===== src/rtl/ysyx_24110006_mem_arbiter.sv =====
// Memory-port arbiter between the IFU (read-only) and the LSU (read/write).
// One transaction is outstanding at a time: the granted request is latched,
// presented downstream, and the response is routed back to its owner as a
// one-cycle pulse. A downstream hang is turned into an error response after
// TIMEOUT cycles in RESP; the late response is then drained and discarded.
//
// Ports:
//   clock, reset          clock and asynchronous active-low reset
//   ifu_req_* / ifu_rsp_* IFU fetch request (word read) and response pulse
//   lsu_req_* / lsu_rsp_* LSU load/store request and response pulse
//   mem_req_* / mem_rsp_* downstream request (held until ready) and response
module ysyx_24110006_mem_arbiter #(
  parameter bit          LSU_PRIO = 1'b1,
  parameter int unsigned TIMEOUT  = 1024
) (
  input  logic        clock,
  input  logic        reset,
  input  logic        ifu_req_valid,
  output logic        ifu_req_ready,
  input  logic [31:0] ifu_req_addr,
  output logic        ifu_rsp_valid,
  output logic [31:0] ifu_rsp_data,
  output logic        ifu_rsp_err,
  input  logic        lsu_req_valid,
  output logic        lsu_req_ready,
  input  logic        lsu_req_write,
  input  logic [31:0] lsu_req_addr,
  input  logic [31:0] lsu_req_wdata,
  input  logic [3:0]  lsu_req_strb,
  output logic        lsu_rsp_valid,
  output logic [31:0] lsu_rsp_data,
  output logic        lsu_rsp_err,
  output logic        mem_req_valid,
  input  logic        mem_req_ready,
  output logic        mem_req_write,
  output logic [31:0] mem_req_addr,
  output logic [31:0] mem_req_wdata,
  output logic [3:0]  mem_req_strb,
  input  logic        mem_rsp_valid,
  input  logic [31:0] mem_rsp_data,
  input  logic        mem_rsp_err
);

  localparam int unsigned CntW = (TIMEOUT == 0) ? 1 : $clog2(TIMEOUT + 1);

  typedef enum logic [1:0] {StIdle, StReq, StResp, StDrain} state_e;

  state_e          state_q;
  // 1 = LSU. Holds the last winner, which is also the owner of the
  // in-flight transaction, so one register serves both purposes.
  logic            rr_last_q;
  logic [CntW-1:0] cnt_q;

  logic        grant_ifu;
  logic        grant_lsu;
  logic        timeout_hit;
  logic        fin_err;
  logic [31:0] fin_data;

  always_comb begin
    grant_ifu = 1'b0;
    grant_lsu = 1'b0;
    if (state_q == StIdle) begin
      if (ifu_req_valid && lsu_req_valid) begin
        if (LSU_PRIO || !rr_last_q) grant_lsu = 1'b1;
        else                        grant_ifu = 1'b1;
      end else begin
        grant_ifu = ifu_req_valid;
        grant_lsu = lsu_req_valid;
      end
    end
  end

  // Readies are masked by reset so every output is low while reset is held.
  assign ifu_req_ready = grant_ifu & reset;
  assign lsu_req_ready = grant_lsu & reset;
  assign mem_req_valid = (state_q == StReq);

  assign timeout_hit = (TIMEOUT != 0) && (cnt_q == CntW'(TIMEOUT));

  // A real response wins over a timeout landing in the same cycle.
  assign fin_err  = !mem_rsp_valid || mem_rsp_err;
  assign fin_data = (!mem_rsp_valid || mem_req_write) ? 32'h0 : mem_rsp_data;

  always_ff @(posedge clock or negedge reset) begin
    if (!reset) begin
      state_q       <= StIdle;
      rr_last_q     <= 1'b0;
      cnt_q         <= '0;
      mem_req_write <= 1'b0;
      mem_req_addr  <= 32'h0;
      mem_req_wdata <= 32'h0;
      mem_req_strb  <= 4'h0;
      ifu_rsp_valid <= 1'b0;
      ifu_rsp_data  <= 32'h0;
      ifu_rsp_err   <= 1'b0;
      lsu_rsp_valid <= 1'b0;
      lsu_rsp_data  <= 32'h0;
      lsu_rsp_err   <= 1'b0;
    end else begin
      ifu_rsp_valid <= 1'b0;
      lsu_rsp_valid <= 1'b0;
      case (state_q)
        StIdle: begin
          if (grant_ifu || grant_lsu) begin
            rr_last_q     <= grant_lsu;
            mem_req_write <= grant_lsu & lsu_req_write;
            mem_req_addr  <= grant_lsu ? lsu_req_addr : ifu_req_addr;
            mem_req_wdata <= grant_lsu ? lsu_req_wdata : 32'h0;
            mem_req_strb  <= grant_lsu ? lsu_req_strb : 4'hf;
            state_q       <= StReq;
          end
        end
        StReq: begin
          if (mem_req_ready) begin
            cnt_q   <= '0;
            state_q <= StResp;
          end
        end
        StResp: begin
          if (mem_rsp_valid || timeout_hit) begin
            if (rr_last_q) begin
              lsu_rsp_valid <= 1'b1;
              lsu_rsp_data  <= fin_data;
              lsu_rsp_err   <= fin_err;
            end else begin
              ifu_rsp_valid <= 1'b1;
              ifu_rsp_data  <= fin_data;
              ifu_rsp_err   <= fin_err;
            end
            state_q <= mem_rsp_valid ? StIdle : StDrain;
          end else if (TIMEOUT != 0) begin
            cnt_q <= cnt_q + CntW'(1);
          end
        end
        StDrain: begin
          // Swallow the late response of a timed-out transaction.
          if (mem_rsp_valid) state_q <= StIdle;
        end
        default: state_q <= StIdle;
      endcase
    end
  end

endmodule


===== config.mk =====
export PLATFORM = sky130hd
export DESIGN_NAME = ysyx_24110006_mem_arbiter
export DESIGN_NICKNAME = d
export VERILOG_FILES = /design/src/rtl/ysyx_24110006_mem_arbiter.sv
export SDC_FILE = /design/constraint.sdc
export NUM_CORES = 1
export LEC_CHECK = 0
export CORE_UTILIZATION = 38
export CTS_BUF_LIST = sky130_fd_sc_hd__clkbuf_4 sky130_fd_sc_hd__clkbuf_8
export DETAILED_ROUTE_END_ITERATION = 7
export PLACE_DENSITY = 0.78
export SYNTH_ARGS = -nofsm -noshare
export SYNTH_HDL_FRONTEND = slang
export SYNTH_SLANG_ARGS = --single-unit

===== constraint.sdc =====
create_clock -name clock -period 2 [get_ports clock]
set_input_delay 0.4 -clock clock [delete_from_list [all_inputs] [get_ports clock]]
set_output_delay 0.4 -clock clock [all_outputs]
set_load 0.05 [all_outputs]

==> impl_metrics.env <==
export IMPL_wl_met1_um=7317
export IMPL_final_common_cell="dfrtp_1"
export IMPL_layout_nets=937
export IMPL_critical_path_required_ns=2.33
export IMPL_crit_path_end_kind="flop"
export IMPL_yosys_warnings=0
export IMPL_h_tree_depth=4
export IMPL_drc_errors=0
export IMPL_rsz0062_at_grt="true"
export IMPL_syn_nets=645
export IMPL_start_util=0.3922
export IMPL_die_y_um=127.7
export IMPL_path_class="reg2reg"
export IMPL_timing_fmax_mhz=513.4
export IMPL_drt_initial_drc_count=311
export IMPL_place_hpwl_um=12810
export IMPL_synth_area_top_cells="dfrtp_1 63%, a22o_1 14%, nand2_1 5.0%, a31oi_1 3.3%, nor2_1 2.3%"
export IMPL_die_area_um2=16320
export IMPL_combPwrFrac=0.558
export IMPL_die_w_um=127.7
export IMPL_cts_buffers_inserted=17
export IMPL_pre_cts_ws_ns=-0.2610
export IMPL_max_slew_margin_rel=0.4718
export IMPL_period_share=0.9738
export IMPL_synth_top_area_frac=0.6290
export IMPL_cp_max_fo=34
export IMPL_place_gp_congestion=0.8216
export IMPL_cts_path_max_buffers=2
export IMPL_min_path_type="in2async"
export IMPL_clock_root_buffer="clkbuf_8"
export IMPL_grt_pass1_wl_um=28070
export IMPL_drt_pass1_iterations=4
export IMPL_clock_sinks=151
export IMPL_clk_latency_ns=0.44
export IMPL_clk_pin_slew_ns=0.08
export IMPL_synthArstFlopShare=1.000
export IMPL_cts_tree="yes"
export IMPL_synth_edff_count=0
export IMPL_sw_frac_of_total=0.5039
export IMPL_core_um2=15310
export IMPL_grt_max_degree=152
export IMPL_vias=5336
export IMPL_grt_use_total=0.2232
export IMPL_setup_viol=0
export IMPL_worstPathArrival_ns=2.27
export IMPL_whs_ns=0.1046
export IMPL_finalHoldViolations=0
export IMPL_tightest_slew_ns=0.7922
export IMPL_top_layer_used="met4"
export IMPL_ys_seq_elements=151
export IMPL_routedWlPerCell_um=17.69
export IMPL_syn_cell_area_um2=6007
export IMPL_power_leakage_nw=4.608
export IMPL_cellPowerDensity_nw_per_um2=1746
export IMPL_min_period_ns=1.948
export IMPL_ys_seq_area_frac=0.6290
export IMPL_io_pins=280
export IMPL_drv_slew=0
export IMPL_vdd_ir_drop_max_mv=0.9900
export IMPL_dr_wl_met2_um=8905
export IMPL_layout_drive_gt1_share=0.1152
export IMPL_final_cells=1018
export IMPL_antenna_cells=0
export IMPL_rows=45
export IMPL_area_growth_pct=57.24
export IMPL_postRouteAntennaNets=0
export IMPL_grt_overflow_total=0
export IMPL_synth_cell_type_count=44
export IMPL_final_cell_mix="151 x dfrtp_1, 138 x clkdlybuf4s50_1, 128 x dlygate4sd2_1"
export IMPL_p_switching_mw=8.312
export IMPL_setup_slack_ns=0.05231
export IMPL_syn_avg_cell_area_um2=11.94
export IMPL_antenna_found_initial=0
export IMPL_grt_pass1_vias=5406
export IMPL_io_buffers=279
export IMPL_dpl_cell_count=985
export IMPL_p_seq_frac=0.310
export IMPL_p_int_mw=8.184
export IMPL_cp_start_kind="flop"
export IMPL_clock_skew_ns=0.007968
export IMPL_wl_met3_um=1316
export IMPL_maxCapViolCount=0
export IMPL_outcome="complete, no violations"
export IMPL_viasPerCell=5.242
export IMPL_wirelength_um=18010
export IMPL_synth_cells=503
export IMPL_power_share_clock=0.132
export IMPL_yosys_area_top_type="dfrtp_1"
export IMPL_ys_flop_type="dfrtp_1"
final timing paths:
kind | startpoint | endpoint | slack [ns] | cells past startpoint
setup / recovery | cnt_q[5] | ifu_rsp_data[0] | 0.05 | 5
hold / removal | reset | cnt_q[3] | 0.10 | 2
setup reg to reg | cnt_q[5] | ifu_rsp_data[0] | 0.05 | 5
hold reg to reg | lsu_rsp_data[12] | lsu_rsp_data[12] | 0.50 | 1
max in group asynchronous | reset | cnt_q[10] | 1.32 | 2
min in group clock | lsu_rsp_data[12] | lsu_rsp_data[12] | 0.50 | 1
cell usage after synthesis (all sizes together) (2+ instances only):
master,number
dfrtp,151
a22o,98
nand2,80
nor2,37
a31oi,32
clkbuf,20
buf,15
inv,6
nor3,6
a211o,5
and3,5
o22a,5
a21oi,4
nand3,4
and2,3
nand3b,3
nor3b,3
o31ai,3
a21o,2
ha,2
nand2b,2
nor4,2
o211a,2
o21ai,2
metrics by stage:
| step | power (mW) | TNS (ns) | instance area [um2] | util |
|---|---|---|---|---|
| after floorplan | 11.41 | 0 | 6018 | - |
| after global placement | 14.90 | -4.547 | 9179 | 0.5993 |
| after detailed placement | 15.10 | -8.162 | 9179 | 0.5993 |
| after CTS | 16.51 | 0 | 9398 | 0.6136 |
| after global routing | 17.26 | -0.04914 | 9445 | 0.6167 |
| final | 16.50 | 0 | 9445 | 0.6167 |
layout make-up:
type / instances / area, um2
Clock buffer: 20 / 269.0
Inverter: 6 / 22.52
Fill cell: 1243 / 5869
Timing Repair Buffer: 308 / 2922
Sequential cell: 151 / 3779
Tap cell: 211 / 264.0
Multi-Input combinational cell: 311 / 2090
Clock inverter: 11 / 100.1
worst max-delay path: stages (launching register included):
cell      delay, ns
dfrtp_1        0.39
or4_4          0.58
o31ai_4        0.29
nand3b_4       0.12
buf_12         0.18
a22o_4         0.26
per-layer routing:
metal | vias up | global-route usage
met1 | 2634 | 0.2698
li1 | 2425 | -
met5 | - | 0
met4 | 0 | 0.09204
met2 | 249 | 0.3766
met3 | 28 | 0.06135
power groups by stage:
stage          Clock [mW]  Sequential (mW)  Combinational (mW)
2_1_floorplan           0             9.23                2.18
3_3_place_gp            0             5.12                9.78
3_5_place_dp            0             5.17                9.93
4_1_cts              2.22             5.11                9.18
5_1_grt              2.35             5.27                9.64
6_report             2.17             5.11                9.21
cells by family after synthesis:
group,after synthesis,share of synthesized area
buf+inv,41,0.03478
fa+ha+maj,2,0.004165
compound gates,157,0.2147
simple gates,152,0.1173
flops,151,0.6290
what timing repair did:
action	in CTS	in global routing
setup buffers	0	2
hold buffers	0	0
gates resized for setup	131	5
endpoints found under the setup margin	130	43
hold endpoints to repair	0	0
pin swaps	2	1
state kept, by name (all words and copies together), names as in the netlist:
name	count
ifu_rsp_err	1
lsu_rsp_valid	1
mem_req_addr	32
mem_req_strb	4
mem_req_wdata	32
mem_req_write	1
lsu_rsp_err	1
ifu_rsp_data	32
rr_last_q	1
cnt_q	11
state_q	2
ifu_rsp_valid	1
lsu_rsp_data	32
(Power assumes the default switching activity.)
